--- config.mk ---
export PLATFORM = sky130hd
export DESIGN_NAME = input_stream_router
export DESIGN_NICKNAME = d
export VERILOG_FILES = /design/src/rtl/input_stream_router.sv
export SDC_FILE = /design/constraint.sdc
export NUM_CORES = 1
export LEC_CHECK = 0
export ABC_AREA = 1
export CORE_MARGIN = 2
export CORE_UTILIZATION = 33
export DETAILED_ROUTE_END_ITERATION = 7
export GPL_ROUTABILITY_DRIVEN = 0
export GPL_TIMING_DRIVEN = 0
export PLACE_DENSITY = 0.78
export SLEW_MARGIN = 10
export SYNTH_ARGS = -nofsm -noshare
export SYNTH_HDL_FRONTEND = slang
export SYNTH_SLANG_ARGS = --single-unit
--- constraint.sdc ---
create_clock -name clock -period 1.6 [get_ports clock]
set_input_delay 0.32 -clock clock [delete_from_list [all_inputs] [get_ports clock]]
set_output_delay 0.32 -clock clock [all_outputs]
set_load 0.02 [all_outputs]
--- src/rtl/input_stream_router.sv ---
// input_stream_router: header-decoded stream demultiplexer with one shared payload bus.
//
// Each packet is a header beat followed by N payload beats. The header carries
// N in in_bits[LEN_BITS-1:0] and the destination index D in in_bits[LEN_BITS+7:LEN_BITS].
// Payload for a valid D is forwarded combinationally to consumer D. Payload for
// an out-of-range D is consumed and discarded. N=0 headers produce no payload phase.
//
// Ports:
//   clock, reset           : rising-edge clock; synchronous active-high reset
//   in_valid/in_ready/in_bits  : upstream beat handshake and data
//   out_valid/out_ready    : per-consumer handshake (NUM_OUT bits each)
//   out_bits               : payload data shared by every consumer
//   out_last               : per-consumer final payload beat flag
//   busy                   : high while a payload phase (FWD or DROP) is in progress
//   pkt_count, drop_count  : saturating statistics counters, present only when
//                            INPUT_STREAM_ROUTER_STATS_EN is defined
module input_stream_router #(
    parameter int DATA_BITS = 64,
    parameter int NUM_OUT   = 4,
    parameter int LEN_BITS  = 16
) (
    input  logic                 clock,
    input  logic                 reset,
    input  logic                 in_valid,
    output logic                 in_ready,
    input  logic [DATA_BITS-1:0] in_bits,
    output logic [NUM_OUT-1:0]   out_valid,
    input  logic [NUM_OUT-1:0]   out_ready,
    output logic [DATA_BITS-1:0] out_bits,
    output logic [NUM_OUT-1:0]   out_last,
    output logic                 busy
`ifdef INPUT_STREAM_ROUTER_STATS_EN
    ,
    output logic [31:0]          pkt_count,
    output logic [31:0]          drop_count
`endif
);

    localparam int DW = $clog2(NUM_OUT);

    typedef enum logic [1:0] {IDLE, FWD, DROP} state_t;

    state_t              r_state, w_next;
    logic [LEN_BITS-1:0] r_count, w_count_nxt;
    logic [DW-1:0]       r_dest, w_dest_nxt;
    logic [LEN_BITS-1:0] w_hdr_len;
    logic [7:0]          w_hdr_dst;
    logic [NUM_OUT-1:0]  w_sel;
    logic                w_sel_ready;
    logic                w_hs;
    logic                w_last_beat;

    assign w_hdr_len   = in_bits[LEN_BITS-1:0];
    assign w_hdr_dst   = in_bits[LEN_BITS+7:LEN_BITS];
    assign w_sel       = NUM_OUT'(1) << r_dest;
    // Only the latched consumer's ready matters; the others are masked off.
    assign w_sel_ready = |(out_ready & w_sel);
    assign w_hs        = in_valid && in_ready;
    assign w_last_beat = r_count == LEN_BITS'(1);
    assign out_bits    = in_bits;
    // Outputs are gated by reset directly so they are quiet during the reset cycle itself.
    assign busy        = !reset && r_state != IDLE;

    always_ff @(posedge clock) begin
        if (reset) begin
            r_state <= IDLE;
            r_count <= '0;
            r_dest  <= '0;
        end else begin
            r_state <= w_next;
            r_count <= w_count_nxt;
            r_dest  <= w_dest_nxt;
        end
    end

    always_comb begin
        w_next      = r_state;
        w_count_nxt = r_count;
        w_dest_nxt  = r_dest;
        in_ready    = 1'b0;
        out_valid   = '0;
        out_last    = '0;
        if (!reset) begin
            case (r_state)
                IDLE: begin
                    in_ready = 1'b1;
                    if (in_valid && w_hdr_len != '0) begin
                        w_count_nxt = w_hdr_len;
                        if (w_hdr_dst < 8'(NUM_OUT)) begin
                            w_next     = FWD;
                            w_dest_nxt = w_hdr_dst[DW-1:0];
                        end else begin
                            w_next = DROP;
                        end
                    end
                end
                FWD: begin
                    in_ready  = w_sel_ready;
                    out_valid = in_valid ? w_sel : '0;
                    out_last  = (in_valid && w_last_beat) ? w_sel : '0;
                    if (in_valid && w_sel_ready) begin
                        w_count_nxt = r_count - LEN_BITS'(1);
                        w_next      = w_last_beat ? IDLE : FWD;
                    end
                end
                DROP: begin
                    in_ready = 1'b1;
                    if (in_valid) begin
                        w_count_nxt = r_count - LEN_BITS'(1);
                        w_next      = w_last_beat ? IDLE : DROP;
                    end
                end
                default: w_next = IDLE;
            endcase
        end
    end

`ifdef INPUT_STREAM_ROUTER_STATS_EN
    logic [31:0] r_pkt_count, r_drop_count;
    logic        w_pkt_done, w_drop_hdr;

    assign w_pkt_done = r_state == FWD && w_hs && w_last_beat;
    assign w_drop_hdr = r_state == IDLE && w_hs && w_hdr_len != '0 && w_hdr_dst >= 8'(NUM_OUT);
    assign pkt_count  = r_pkt_count;
    assign drop_count = r_drop_count;

    always_ff @(posedge clock) begin
        if (reset) begin
            r_pkt_count  <= '0;
            r_drop_count <= '0;
        end else begin
            if (w_pkt_done && r_pkt_count != '1)
                r_pkt_count <= r_pkt_count + 32'd1;
            if (w_drop_hdr && r_drop_count != '1)
                r_drop_count <= r_drop_count + 32'd1;
        end
    end
`endif

endmodule

==> impl_metrics.yaml <==
yosys:
  ys_ff_latch: 20
  netlist_instances: 369
  synth_compound_area_share_pct: 5.90
  syn_nets: 447
  syn_area_um2: 2190
  synth.mux.area_fraction_pct: 0
  ys_warn_count: 0
  ys_types: 32
  synth_fa_ha_area_share_pct: 4.01
  synthTopCellsByArea: "buf_4 (22%), nand2_1 (18%), dfxtp_1 (18%)"
  syn_avg_cell_area_um2: 5.92
  synth_xor_area_share_pct: 1.20
  ys_seq_area_share_pct: 18.3
  synth_top_family_by_area: "simple AND/OR/NAND/NOR gates"
  synth_top_area_share_pct: 22.0
  yosys.area_share.simple_pct: 40.5
  yosys.area.top_type: "buf_4"
floorplan:
  io_pins: 145
  initial_core_util_pct: 34.2
  fp.dieW_um: 85.4
  die_h_um: 85.4
  core_area_um2: 6390
  fp.dieArea_um2: 7290
  rows: 29
final_layout:
  multi_input_area_um2: 1420
  area_delta_synth_final_pct: 89.5
  diodes: 0
  drive_gt1_share_pct: 42.1
  fillers: 496
  ff_latch_area_um2: 443
  final_cells: 602
  finalNetCount: 605
global_routing:
  antenna_found_initial: 0
  grt_pass1_vias: 2820
  grt_pass1_wl_mm: 13.0
  grt_overflow: 0
  grt_start_max_net_pins: 11
  grt_usage_pct: 21.9
detailed_routing:
  drt-initial-drc-count: 253
  wl_mm: 9.28
  vias: 3047
  drt_first_pass_iters: 5
  avgRoutedWirePerCell_um: 15.4
  drc: 0
  ant_nets: 0
  vias_per_cell: 5.06
pwr:
  swShare_pct: 44.3
  p_total_uw: 3070
  p_clk_share_pct: 11.4
  leakage_uw: 0.00205
  switchingPower_uw: 1360
  p_int_uw: 1710
  power.share.sequential_pct: 22.4
  ir_drop_mv: 0.480
  power_density_nw_per_um2: 742
  combPwrFrac_pct: 66.2
sta:
  drv_slew: 0
  timing.final.crit_share_pct: 122
  fmax_mhz: 513
  period_needed_ps: 1950
  finalSetupViolCount: 22
  finalHoldViolCount: 0
  relSlewSlack_pct: 78.8
  grt_setup_unrepaired: "true"
  worstMarginPinSlew_ps: 317
  fin_worst_skew_ps: 7.43
  setup_ws_ps: -349
worst_setup_path:
  worstPathRequired_ps: 1280
  cpLargestDelayFamily: "simple AND/OR/NAND/NOR gates"
  worstPathArrival_ps: 1630
  slowest_stage: "dfxtp_4"
  slowest_delay_ps: 370
  critPathCaptureType: "output pin"
  cp_max_fo: 4
  criticalPathCategory: "reg -> out"
  path_cells: "nor2_4, nand2_2, nor2_4, nand4_1, buf_6, nor4_2, buf_4"
  critPathBufInv: 2
  cp_common_cell: "nor2_4"
  startpoint_type: "register"
cts:
  cts_hold_buf: 0
  htree_num_levels: 1
  cts.sink_count: 20
  cts_made_buffers: 3
  cts_tree: "built"
  clk_pin_slew_ps: 80
  cts_buffer_depth: 2
  clock_latency_ps: 270
  cts-root-buf: "clkbuf_8"
placement:
  dp_hpwl_mm: 4.99
  place_ws_ps: -985
  port_buffers: 104
  place_inst: 550
run_status:
  violations: "setup timing"
  status: "finished with violations"
run:
  maxCapViolations: 0
worst_hold_path:
  hp-class: "in -> reg"
==> flip-flops by register name (all words and copies together) (netlist names) <==
| register | flops |
|---|---|
| r_count | 16 |
| r_dest | 2 |
| r_state | 2 |
==> Yosys cell counts (all sizes together) <==
cell type and n:
a211oi 1, xor2 3, nor4 2, inv 28, o21bai 1, and3 1
clkbuf 2, nor2 76, nand3b 1, nor3 4, o31ai 1, clkinv 2
o22ai 1, a31oi 1, dfxtp 20, nand2 108, nand3 19, o21ai 10
buf 69, nand4 4, ha 7, a21oi 8
==> final cells by class <==
class,instances,share of cell area (%)
Sequential cell,20,10.7
Inverter,30,3.26
Multi-Input combinational cell,248,34.3
Buffer,70,13.0
Clock buffer,3,0.997
Timing Repair Buffer,154,35.4
Tap cell,77,2.33
==> cells in the final DEF, fill, tap and decap left out, types with 4 or more instances in the layout <==
cell type / count
buf_4: 108
a21oi_1: 6
inv_1: 21
nor3_2: 4
dlymetal6s2s_1: 7
o21ai_0: 6
dlygate4sd2_1: 37
nor2_1: 51
dfxtp_1: 6
nand2_2: 16
nor2_2: 17
dfxtp_2: 4
dfxtp_4: 10
nand4_1: 4
nand2_1: 91
nand3_1: 13
clkdlybuf4s50_1: 49
nor2_4: 8
buf_6: 10
ha_4: 5
==> per-layer routing <==
metal	share of wire (%)	GRT usage, %	vias to the layer above
li1	-	-	1402
met1	35	25.4	1364
met2	50	38.6	232
met3	9.5	4.09	49
met4	4.7	10.4	0
met5	0	0	-
==> power by group through the flow <==
stage / Combinational [uW] / Clock (uW) / Sequential [uW]
CTS: 1660 / 350 / 660
floorplan: 901 / 0 / 636
global placement: 1290 / 0 / 653
finish: 2030 / 350 / 687
global route: 2160 / 371 / 690
detailed placement: 1310 / 0 / 655
==> cell families (layout without fill, tap and decap cells) <==
family	count (synthesis)	in the layout
AOI/OAI and AO/OA	23	23
DFF	20	20
buffers and inverters	101	257
adders and majority gates	7	7
xor gates and xnor gates	3	3
and+or+nand+nor	215	215
==> stage by stage <==
stage	instance area (um^2)	hold slack (ps)	util (%)	TNS, ps
5_1_grt	4140	542	64.9	-3890
3_5_place_dp	3340	527	52.2	-21510
6_report	4140	506	64.9	-2130
3_3_place_gp	3340	523	52.2	-20650
4_1_cts	3820	500	59.9	-865
2_1_floorplan	2200	389	-	-375
==> worst paths after layout <==
kind | from | to | slack, ps | cells past startpoint
hold reg to reg | r_dest[0]$_SDFFE_PP0P_ | r_dest[0]$_SDFFE_PP0P_ | 550 | 2
setup / recovery | r_count[11]$_SDFFE_PP0P_ | out_last[1] | -350 | 7
hold / removal | reset | r_state[1]$_SDFFE_PP0P_ | 510 | 2
setup reg to reg | r_count[4]$_SDFFE_PP0P_ | r_count[10]$_SDFFE_PP0P_ | -120 | 13
==> what timing repair did <==
item / CTS / global route
gates cloned: 3 / 0
pin swaps: 37 / 30
hold endpoints to repair: 0 / 0
setup endpoints to repair: 51 / 36
buffers inserted: 36 / 17
gates resized for setup: 164 / 68
(Power assumes the default switching activity.)
